### src/rtl/sy_rst_pkg.sv
// Shared types and sizing helper for the reset sequencer slice.
package sy_rst_pkg;

   typedef enum logic [1:0] {
      HOLD    = 2'd0,
      RELEASE = 2'd1,
      RUN     = 2'd2,
      ASSERT  = 2'd3
   } rst_state_e;

   typedef enum logic [1:0] {
      CAUSE_POR = 2'd0,
      CAUSE_SW  = 2'd1,
      CAUSE_WDT = 2'd2
   } rst_cause_e;

   // Wide enough to hold the last release offset plus the done cycle.
   function automatic int seq_cnt_w(input int hold_cyc, input int num_ch, input int stagger);
      return $clog2(hold_cyc + num_ch * stagger + 1);
   endfunction

endpackage

### src/rtl/sy_rst_sync.sv
// Reset synchroniser: asserts asynchronously, deasserts after SYNC_STAGES clock edges.
module sy_rst_sync #(
   parameter int SYNC_STAGES = 2
) (
   input  logic clk,
   input  logic arst_n,
   output logic srst_n
);

   logic [SYNC_STAGES-1:0] sync_q;

   always_ff @(posedge clk or negedge arst_n) begin
      if (!arst_n) begin
         sync_q <= '0;
      end else begin
         sync_q <= {sync_q[SYNC_STAGES-2:0], 1'b1};
      end
   end

   assign srst_n = sync_q[SYNC_STAGES-1];

endmodule

### src/rtl/sy_rst_seq.sv
// Staggered channel reset sequencer with boot watchdog, warm-reset cause and count.
module sy_rst_seq
   import sy_rst_pkg::*;
#(
   parameter int NUM_CH      = 4,
   parameter int HOLD_CYC    = 8,
   parameter int STAGGER     = 16,
   parameter int SYNC_STAGES = 2,
   parameter int WDT_W       = 32
) (
   input  logic              clk_i,
   input  logic              rst_i,
   input  logic              sw_rst_req_i,
   input  logic              boot_done_i,
   input  logic [WDT_W-1:0]  wdt_limit_i,
   output logic [NUM_CH-1:0] ch_rst_no,
   output logic              rst_done_o,
   output logic              wdt_expire_o,
   output logic [1:0]        rst_cause_o,
   output logic [7:0]        rst_cnt_o
);

   localparam int CNT_W = seq_cnt_w(HOLD_CYC, NUM_CH, STAGGER);
   localparam logic [CNT_W-1:0] HOLD_END = CNT_W'(HOLD_CYC);
   localparam logic [CNT_W-1:0] SEQ_END  = CNT_W'(HOLD_CYC + (NUM_CH - 1) * STAGGER + 1);

   logic              srst_n;
   rst_state_e        state_q, state_d;
   logic [CNT_W-1:0]  seq_q, seq_d;
   logic [WDT_W-1:0]  wdt_q, wdt_d;
   logic              boot_q, boot_d;
   logic [NUM_CH-1:0] ch_d;
   logic              done_d, exp_d;
   rst_cause_e        cause_q, cause_d;
   logic [7:0]        cnt_d;
   logic              wdt_run, wdt_hit, warm;

   sy_rst_sync #(
      .SYNC_STAGES (SYNC_STAGES)
   ) u_sync (
      .clk    (clk_i),
      .arst_n (rst_i),
      .srst_n (srst_n)
   );

   // A pending expiry pulse is itself the watchdog trigger on the following edge.
   always_comb begin
      state_d = state_q;
      seq_d   = seq_q;
      wdt_d   = wdt_q;
      boot_d  = boot_q | boot_done_i;
      ch_d    = ch_rst_no;
      done_d  = rst_done_o;
      exp_d   = 1'b0;
      cause_d = cause_q;
      cnt_d   = rst_cnt_o;
      wdt_run = (state_q == RUN) && !boot_q && (wdt_limit_i != '0) && !wdt_expire_o;
      wdt_hit = wdt_run && ((wdt_q + WDT_W'(1)) == wdt_limit_i);
      warm    = (state_q != ASSERT) && (sw_rst_req_i || wdt_expire_o);

      case (state_q)
         HOLD, RELEASE: begin
            seq_d = seq_q + CNT_W'(1);
            for (int k = 0; k < NUM_CH; k++) begin
               ch_d[k] = (seq_q >= CNT_W'(HOLD_CYC + k * STAGGER));
            end
            if (state_q == HOLD && seq_q == HOLD_END) begin
               state_d = RELEASE;
            end
            if (state_q == RELEASE && seq_q == SEQ_END) begin
               state_d = RUN;
               seq_d   = seq_q;
               done_d  = 1'b1;
               wdt_d   = '0;
            end
         end
         RUN: begin
            if (wdt_run) begin
               wdt_d = wdt_q + WDT_W'(1);
            end
            exp_d = wdt_hit;
         end
         ASSERT: begin
            state_d = HOLD;
            seq_d   = seq_q + CNT_W'(1);
         end
         default: begin
            state_d = HOLD;
         end
      endcase

      if (warm) begin
         state_d = ASSERT;
         ch_d    = '0;
         done_d  = 1'b0;
         seq_d   = '0;
         wdt_d   = '0;
         boot_d  = 1'b0;
         cause_d = (wdt_expire_o || wdt_hit) ? CAUSE_WDT : CAUSE_SW;
         cnt_d   = (rst_cnt_o == 8'hFF) ? rst_cnt_o : rst_cnt_o + 8'd1;
      end
   end

   always_ff @(posedge clk_i or negedge srst_n) begin
      if (!srst_n) begin
         state_q      <= HOLD;
         seq_q        <= '0;
         wdt_q        <= '0;
         boot_q       <= 1'b0;
         ch_rst_no    <= '0;
         rst_done_o   <= 1'b0;
         wdt_expire_o <= 1'b0;
         cause_q      <= CAUSE_POR;
         rst_cnt_o    <= 8'd0;
      end else begin
         state_q      <= state_d;
         seq_q        <= seq_d;
         wdt_q        <= wdt_d;
         boot_q       <= boot_d;
         ch_rst_no    <= ch_d;
         rst_done_o   <= done_d;
         wdt_expire_o <= exp_d;
         cause_q      <= cause_d;
         rst_cnt_o    <= cnt_d;
      end
   end

   assign rst_cause_o = cause_q;

endmodule

### config.mk
export PLATFORM = sky130hd
export DESIGN_NAME = sy_rst_seq
export DESIGN_NICKNAME = d
export VERILOG_FILES = /design/src/rtl/sy_rst_pkg.sv /design/src/rtl/sy_rst_sync.sv /design/src/rtl/sy_rst_seq.sv
export SDC_FILE = /design/constraint.sdc
export NUM_CORES = 1
export LEC_CHECK = 0
export BUFFER_PORTS_ARGS = -buffer_cell sky130_fd_sc_hd__clkbuf_2
export CAP_MARGIN = 0
export CORE_MARGIN = 2
export CORE_UTILIZATION = 30
export DETAILED_ROUTE_END_ITERATION = 6
export GPL_TIMING_DRIVEN = 0
export PLACE_DENSITY = 0.5
export SLEW_MARGIN = 20
export SYNTH_ARGS = -nofsm -noshare
export SYNTH_HDL_FRONTEND = slang
export SYNTH_SLANG_ARGS = --single-unit
### constraint.sdc
create_clock -name clk_i -period 2.5 [get_ports clk_i]
set_input_delay 0.375 -clock clk_i [delete_from_list [all_inputs] [get_ports clk_i]]
set_output_delay 0.375 -clock clk_i [all_outputs]
set_load 0.05 [all_outputs]
==> results.sh <==
export IMPL_status="finished with violations"
export IMPL_violations="negative setup slack"
export IMPL_p_leak_nw=2.50
export IMPL_powerDensity_nw_per_um2=691
export IMPL_async_flop_share=1.00
export IMPL_crit_required_ns=2.73
export IMPL_grt_pass1_wl_um=21400
export IMPL_slew_headroom=0.535
export IMPL_wl_per_cell_um=18.0
export IMPL_ys_top_cells_by_area="dfrtp_1 35%, xnor2_1 7.0%, o21ai_0 5.5%"
export IMPL_io_pin_count=52
export IMPL_firstDrtPassIters=5
export IMPL_place_area_um2=4780
export IMPL_yosysSeqAreaShare=0.352
export IMPL_nFillCells=1393
export IMPL_syn_area_um2=4260
export IMPL_total_power_mw=3.97
export IMPL_ys_flop_type="dfrtp_1"
export IMPL_dr_first_iter_drc_count=306
export IMPL_worst_slack_ns=-0.0592
export IMPL_viasPerCell=5.39
export IMPL_fin_util=0.414
export IMPL_synth_edf_count=0
export IMPL_synth_distinct_cells=64
export IMPL_grt_pass1_vias=3968
export IMPL_hpwl_um=9620
export IMPL_vias=4158
export IMPL_setup_tns_ns=-0.0592
export IMPL_path_clk_slew_ns=0.06
export IMPL_finalHoldViolCount=0
export IMPL_areaGrowthSynthToFinish_pct=35.0
export IMPL_drive_gt1_frac=0.329
export IMPL_antenna_left=0
export IMPL_grt_setup_unrepaired="true"
export IMPL_cts_tree="yes"
export IMPL_fin_crit_ns=2.56
export IMPL_slew_violations=0
export IMPL_start_util=0.307
export IMPL_skew_ns=0.00649
export IMPL_syn_avg_cell_area_um2=8.80
export IMPL_grt_overflow_total=0
export IMPL_tightest_slew_ns=0.698
export IMPL_h_tree_depth=3
export IMPL_synth_fp_nets=525
export IMPL_fmax_ghz=0.391
export IMPL_cap_violations=0
export IMPL_grt_total_usage=0.188
export IMPL_ctsRootBufferMaster="clkbuf_16"
export IMPL_io_buffers=51
export IMPL_cts_inserted_buffers=9
export IMPL_setup_viol=1
export IMPL_clk_latency_ns=0.35
export IMPL_die_h_um=123
export IMPL_core_um2=13900
export IMPL_netlist_area_leader_share=0.352
export IMPL_cp_max_fo=3
export IMPL_startpoint_type="flop"
export IMPL_hp_class="reg2async"
export IMPL_antenna_cells=0
export IMPL_gp_congestion=0.925
export IMPL_cts_buffer_depth=2
export IMPL_yosys_warnings=0
export IMPL_critPathArrivalTime_ns=2.79
export IMPL_ir_worst_vdd_mv=0.317
export IMPL_layout_commonest_cell="clkbuf_2"
export IMPL_core_rowCount=43
export IMPL_yosysTopAreaCell="dfrtp_1"
export IMPL_dp_slack_ns=-1.04
export IMPL_period_share=1.02
export IMPL_worst_setup_path_type="reg2reg"
export IMPL_die_area_um2=15200
export IMPL_synth_seq_cells=60
export IMPL_die_x_um=123
export IMPL_final_cell_mix="54 x clkbuf_2, 51 x dfrtp_1, 46 x o21ai_0"
export IMPL_fin_area_um2=5750
export IMPL_endpoint_kind="flop"
export IMPL_cts_num_sinks=60
export IMPL_grt_max_degree=42
export IMPL_r2r_slack_ns=-0.06
export IMPL_routed_wl_um=13900
export IMPL_final_nets=628
export IMPL_drc=0
export IMPL_antenna_found_initial=0
export IMPL_netlist_instances=484
critical path, cell delays in order (launching register included):
cell and delay, ns:
dfrtp_2 0.43, buf_4 0.15, buf_4 0.13, xnor2_1 0.12
nor3_1 0.33, o41ai_1 0.19, a311oi_2 0.29, nand4_1 0.20
nor4_4 0.33, a21oi_2 0.12, a21o_1 0.16
what timing repair did:
action | 4_1_cts | 5_1_grt
buffers inserted | 16 | 26
endpoints found under the setup margin | 34 | 34
pin swaps | 10 | 22
hold endpoints to repair | 2 | 0
gates resized for setup | 32 | 52
hold buffers | 1 | 0
synth_stat cells (3+ instances only):
library cell,n
a21o_1,5
a21oi_1,20
a31oi_1,4
and2_1,7
and3_1,4
and3_2,3
and4_1,4
buf_2,7
buf_6,4
clkbuf_1,13
dfrtp_1,60
ha_1,5
inv_1,9
mux2i_1,5
nand2_1,36
nand2b_1,3
nand3_1,19
nand3_2,3
nand4_1,19
nor2_1,41
nor3_1,14
nor3b_1,4
nor4_1,11
nor4_2,4
o211ai_1,4
o21ai_0,47
o31ai_1,21
o41ai_1,5
or3_1,7
xnor2_1,34
xor2_1,20
power by group:
group | internal, mW | switching [mW] | leakage [nW]
Combinational | 0.428 | 0.901 | 1.55
Clock | 0.903 | 0.490 | 0.152
Sequential | 1.10 | 0.154 | 0.794
Total | 2.43 | 1.54 | 2.50
final timing paths:
check,start,cells after the start,to
min,u_sync.sync_q[1],0,seq_q[0]
min in group clk_i,boot_done_i,3,boot_q
max in group asynchronous,u_sync.sync_q[1],1,wdt_q[14]
max reg2reg,wdt_q[0],10,rst_cause_o[0]
max,wdt_q[0],10,rst_cause_o[0]
min reg2reg,u_sync.sync_q[1],0,seq_q[0]
registers in the layout, indices dropped and copies added (netlist names):
register,flops
rst_cause_o,2
wdt_expire_o,1
rst_cnt_o,8
u_sync.sync_q,2
seq_q,7
wdt_q,32
boot_q,1
rst_done_o,1
ch_rst_no,4
state_q,2
metrics by stage:
step | hold WS (ns) | std cells
floorplan | 0.0794 | 484
global placement | 0.162 | 715
detailed placement | 0.162 | 716
CTS | 0.220 | 747
global route | 0.235 | 772
finish | 0.204 | 772
metal layers:
layer | GRT usage | up-vias | wire [um]
li1 | - | 1990 | -
met1 | 0.239 | 2013 | 6080
met2 | 0.300 | 134 | 6740
met3 | 0.0475 | 21 | 743
met4 | 0.0831 | 0 | 359
met5 | 0 | - | 0
layout make-up:
cell class / instances / area, um2 / area share
Clock inverter: 5 / 83.8 / 0.0146
Inverter: 10 / 37.5 / 0.00653
Timing Repair Buffer: 95 / 628 / 0.109
Multi-Input combinational cell: 387 / 2830 / 0.491
Tap cell: 180 / 225 / 0.0392
Buffer: 24 / 194 / 0.0337
Clock buffer: 11 / 243 / 0.0422
Sequential cell: 60 / 1520 / 0.263
cells by family (layout without fill, tap and decap cells):
group                      after synthesis  after routing  share of synthesized area
AOI/OAI and AO/OA                      121            121                      0.179
muxes                                    6              6                     0.0144
DFF                                     60             60                      0.352
adders and majority gates                5              5                     0.0147
and+or+nand+nor                        200            200                      0.284
other                                    1              1                   0.000880
xor gates and xnor gates                54             54                      0.111
buffers and inverters                   37            145                     0.0437
Note: power is estimated with default switching activity, not from simulation.
